$ cat config.mk
export PLATFORM = sky130hd
export DESIGN_NAME = clock_controller
export DESIGN_NICKNAME = d
export VERILOG_FILES = /design/src/rtl/clock_controller.sv
export SDC_FILE = /design/constraint.sdc
export NUM_CORES = 1
export LEC_CHECK = 0
export ABC_AREA = 0
export CAP_MARGIN = 40
export CORE_UTILIZATION = 44
export DETAILED_ROUTE_END_ITERATION = 7
export PLACE_DENSITY_LB_ADDON = 0.05
export SLEW_MARGIN = 15
export SYNTH_ARGS = -nofsm -noshare
export SYNTH_HDL_FRONTEND = slang
export SYNTH_SLANG_ARGS = --single-unit
export TNS_END_PERCENT = 20
$ cat constraint.sdc
create_clock -name sys_clk -period 4.53 [get_ports sys_clk]
set_input_delay 0.906 -clock sys_clk [delete_from_list [all_inputs] [get_ports sys_clk]]
set_output_delay 0.906 -clock sys_clk [all_outputs]
set_load 0.005 [all_outputs]
$ cat src/rtl/clock_controller.sv
// CPU clock sequencer: continuous run, single micro-step and whole-instruction
// step from sys_clk, with a debounced step button and sticky halt handling.
module clock_controller #(
    parameter int HALF_PERIOD = 4,
    parameter int DEBOUNCE    = 16,
    parameter int STEPS       = 5
) (
    input  logic                     sys_clk,
    input  logic                     rst,
    input  logic                     mode,
    input  logic                     instr_step,
    input  logic                     step_btn,
    input  logic                     halt,
    output logic                     cpu_clk,
    output logic                     clk_rise,
    output logic [$clog2(STEPS)-1:0] micro,
    output logic                     halted,
    output logic                     busy
);
    localparam int TW = $clog2(HALF_PERIOD) + 1;
    localparam int DW = $clog2(DEBOUNCE) + 1;
    localparam int MW = $clog2(STEPS);
    localparam logic [TW-1:0] T_RELOAD = TW'(HALF_PERIOD - 1);
    localparam logic [DW-1:0] D_LAST   = DW'(DEBOUNCE - 1);
    localparam logic [MW-1:0] M_LAST   = MW'(STEPS - 1);

    typedef enum logic [2:0] {STOP, RUN_HI, RUN_LO, STEP_HI, STEP_LO} state_t;

    state_t        state;
    state_t        state_nx;
    logic [TW-1:0] timer;
    logic          halt_pend;
    logic          halt_now;
    logic          timer_done;
    logic          entering;
    logic          enter_hi;

    logic          btn_p0;
    logic          btn_p1;
    logic          btn_level;
    logic          step_req;
    logic [DW-1:0] db_cnt;

    // Stage p0/p1: two-flop synchroniser, then debounce on the p1 sample
    always_ff @(posedge sys_clk or posedge rst) begin
        if (rst) begin
            btn_p0    <= 1'b0;
            btn_p1    <= 1'b0;
            btn_level <= 1'b0;
            db_cnt    <= '0;
            step_req  <= 1'b0;
        end else begin
            btn_p0   <= step_btn;
            btn_p1   <= btn_p0;
            step_req <= 1'b0;
            if (btn_p1 == btn_level) begin
                db_cnt <= '0;
            end else if (db_cnt == D_LAST) begin
                db_cnt    <= '0;
                btn_level <= btn_p1;
                step_req  <= btn_p1;
            end else begin
                db_cnt <= db_cnt + DW'(1);
            end
        end
    end

    // A halt arriving in the very last low cycle still stops this pulse.
    assign halt_now   = halt_pend | halt;
    assign timer_done = (timer == '0);

    always_comb begin
        state_nx = state;
        case (state)
            STOP: begin
                if (!halted) begin
                    if (!mode)
                        state_nx = RUN_HI;
                    else if (step_req)
                        state_nx = STEP_HI;
                end
            end
            RUN_HI:  if (timer_done) state_nx = RUN_LO;
            RUN_LO:  if (timer_done) state_nx = (halt_now || mode) ? STOP : RUN_HI;
            STEP_HI: if (timer_done) state_nx = STEP_LO;
            STEP_LO: begin
                if (timer_done) begin
                    if (!halt_now && instr_step && (micro != '0))
                        state_nx = STEP_HI;
                    else
                        state_nx = STOP;
                end
            end
            default: state_nx = STOP;
        endcase
    end

    assign entering = (state_nx != state);
    assign enter_hi = entering && (state_nx == RUN_HI || state_nx == STEP_HI);

    // Every output is registered from the next state, so cpu_clk cannot glitch.
    always_ff @(posedge sys_clk or posedge rst) begin
        if (rst) begin
            state     <= STOP;
            timer     <= '0;
            micro     <= '0;
            cpu_clk   <= 1'b0;
            clk_rise  <= 1'b0;
            halted    <= 1'b0;
            busy      <= 1'b0;
            halt_pend <= 1'b0;
        end else begin
            state    <= state_nx;
            clk_rise <= enter_hi;
            cpu_clk  <= (state_nx == RUN_HI) || (state_nx == STEP_HI);
            busy     <= (state_nx != STOP);
            if (halt)
                halt_pend <= 1'b1;
            if (entering) begin
                timer <= (state_nx == STOP) ? '0 : T_RELOAD;
                if (state_nx == STOP && halt_now)
                    halted <= 1'b1;
            end else if (!timer_done) begin
                timer <= timer - TW'(1);
            end
            if (enter_hi)
                micro <= (micro == M_LAST) ? '0 : micro + MW'(1);
        end
    end

endmodule

==> impl_metrics.py <==
metrics = {
    "grt": {
        "grt_max_degree": 19,
        "grt_overflow": 0,
        "grt_pass1_vias": 759,
        "grt.total_usage": 0.164,
        "grt_pass1_wl_microns": 3290,
        "antenna_found_initial": 0,
    },
    "finish": {
        "drive_above_1_share": 0.111,
        "total_area_of_multi_input_combinational_cells_sq_um": 523,
        "final_common_cell": "dfrtp_1",
        "post_route_cell_area_sq_um": 1350,
        "fin_nets": 129,
        "final-seq-area_sq_um": 576,
        "area.growth.synth_to_final_pct": 15.2,
        "most_used_cells_in_the_layout_excluding_fill_and_tap_cells": "23 x dfrtp_1, 12 x clkdlybuf4s50_1, 10 x inv_1",
        "antenna_cells_inserted": 0,
        "fillCellCount": 229,
    },
    "timing": {
        "setup_slack_ps": 2010,
        "timing.setup.tns_ps": 0,
        "worst_slew_pin_slew_ps": 630,
        "max_slew_margin": 0.579,
        "max_clock_freq_mhz": 397,
        "finalSetupViolCount": 0,
        "timing_max_transition_violations_final": 0,
        "min_period_ps": 2520,
        "hold_slack_ps": 362,
        "skew_ps": 1.37,
        "post-route-period-util": 0.556,
        "grt_setup_unrepaired": "no",
        "timing_hold_violations_final": 0,
    },
    "routing": {
        "count_of_routing_violations_after_the_opening_detailed_route_iteration": 5,
        "detail_route.first_pass.iterations": 4,
        "final_wirelength_microns": 1930,
        "per_cell_routed_wire_length_microns": 13.2,
        "route.detailed.vias_per_inst": 5.39,
        "vias": 793,
        "detail_route.drc_violations": 0,
        "route.antenna.remaining_nets": 0,
    },
    "clock_tree": {
        "worstSkewPairLatency_ps": 300,
        "postCtsResizedCells": 0,
        "max-clock-path-buffers": 2,
        "hold_buffers": 0,
        "ctsHtreeMaxLevel": 1,
        "clk_root_buffer_cell": "clkbuf_4",
        "clock_sink_count": 23,
        "post_cts_buffers": 0,
        "cts_buffers": 3,
        "worst_setup_hold_path_clk_slew_ps": 120,
        "cts_tree": "built",
    },
    "yosys": {
        "postSynthCellCount": 104,
        "synth_compound_area_frac": 0.140,
        "netlist_area_sq_um": 1170,
        "synthesis.yosys.warnings": 0,
        "synth_top_family_by_area": "simple AND/OR/NAND/NOR gates",
        "adder_cell_share_of_the_synthesized_area": 0.0534,
        "dominantRegCellSynth": "dfrtp_1",
        "synth_cell_type_count": 36,
        "synth_nets": 115,
        "flops_latches_synth": 23,
        "syn-mean-instance-area_sq_um": 11.3,
        "synth_edf_count": 0,
        "synth-simple-area-share": 0.196,
        "yosysSeqAreaShare": 0.491,
        "synthMuxAreaShare": 0.0353,
        "async_set_reset_flop_share_out_of_synthesis": 1.00,
        "xor_xnor_cell_area_share_of_the_yosys_netlist": 0.0224,
    },
    "setup_path": {
        "path_delay_family": "compound AO/OA/AOI/OAI gates",
        "crit_path_max_fanout": 5,
        "critPathBufInv": 1,
        "cp.arrival_ps": 2720,
        "cp.required_ps": 4730,
        "start_kind": "primary input",
        "cp-end-kind": "flip-flop",
        "path_class": "primary input to flip-flop",
        "max_stage_delay_ps": 450,
        "timing.critical_path.cells": "clkdlybuf4s50_1 -> nor4b_4 -> o2111ai_2 -> a311oi_2 -> a41oi_2 -> a31o_1",
        "cpMaxStageDelayCell": "clkdlybuf4s50_1",
    },
    "floorplanning": {
        "row_count": 18,
        "pin_count": 13,
        "die_h_microns": 53.6,
        "floorplan.initialDensity": 0.468,
        "die_w_microns": 53.6,
        "core_sq_um": 2500,
        "dieArea_sq_um": 2870,
    },
    "placed_design": {
        "dp.final_hpwl_microns": 1450,
        "postPlaceCellArea_sq_um": 1320,
        "io_buffer_count": 12,
        "place_ws_ps": 1660,
        "routabilityCongestion": 0.707,
    },
    "flow_run": {
        "maxCapViolations": 0,
    },
    "pwr": {
        "maximum_vdd_drop_uv": 284,
        "power.leakage_uw": 0.000568,
        "power.density_nw_per_um2": 393,
    },
    "run_status": {
        "status": "completed",
    },
    "worst_hold_path": {
        "hold_class": "flip-flop to flip-flop",
    },
}
Yosys cell counts (3+ instances only):
master,number,share of area
a21oi_1,5,0.021
dfrtp_1,23,0.49
ha_1,5,0.053
inv_1,10,0.032
mux2i_1,3,0.026
nand2_1,4,0.013
nand3_1,3,0.013
nor2_1,5,0.016
nor2b_1,4,0.021
nor3b_1,5,0.032
o211ai_1,4,0.026
o21ai_0,3,0.013
xnor2_1,3,0.022
sequential cells by signal (all words and copies together), names as in the netlist:
signal and count:
btn_level 1, btn_p0 1, btn_p1 1, busy 1, clk_rise 1, cpu_clk 1
db_cnt 5, halt_pend 1, halted 1, micro 3, state 3, step_req 1
timer 3
path summary, 6_finish.rpt:
kind                            slack, ps  cells past startpoint         to     start
worst min register to register        360                      0     btn_p1    btn_p0
min in group asynchronous             830                      2   micro[1]       rst
max in group asynchronous            3320                      3  db_cnt[0]       rst
worst min-delay path                  360                      0     btn_p1    btn_p0
worst max-delay path                 2010                      6     halted      halt
worst max register to register       2230                      7   timer[0]  timer[0]
metal layers:
| metal | vias to the layer above | routed length [microns] | GRT usage |
|---|---|---|---|
| met5 | - | 0 | 0 |
| met4 | 0 | 10 | 0.0658 |
| met3 | 2 | 49 | 0.0339 |
| met2 | 7 | 887 | 0.248 |
| met1 | 382 | 987 | 0.229 |
| li1 | 402 | - | - |
metrics by stage:
stage | utilization | power [uW] | cells
5_1_grt | 0.540 | 578 | 147
4_1_cts | 0.540 | 540 | 147
3_3_place_gp | 0.518 | 437 | 142
6_report | 0.540 | 530 | 147
2_1_floorplan | - | 388 | 104
3_5_place_dp | 0.529 | 444 | 143
where the power goes:
part           switching, uW  internal, uW
clock network           58.1          32.9
registers               28.4           236
logic                   85.5          89.5
total                    172           358
cell type report:
cell class,instances,area share
well taps,30,0.0278
clock buffers,3,0.0167
repair buffers,13,0.109
inverters,10,0.0278
clock inverters,1,0.00371
multi-input cells,67,0.388
flip-flops and latches,23,0.427
kinds of logic (layout without fill, tap and decap cells):
kind of cell / count (synthesis) / count (layout)
buffers and inverters: 14 / 27
AOI/OAI and AO/OA: 21 / 21
DFF: 23 / 23
adders and majority gates: 5 / 5
muxes: 4 / 4
xor gates and xnor gates: 3 / 3
and+or+nand+nor: 34 / 34
Note: power is estimated with default switching activity, not from simulation.
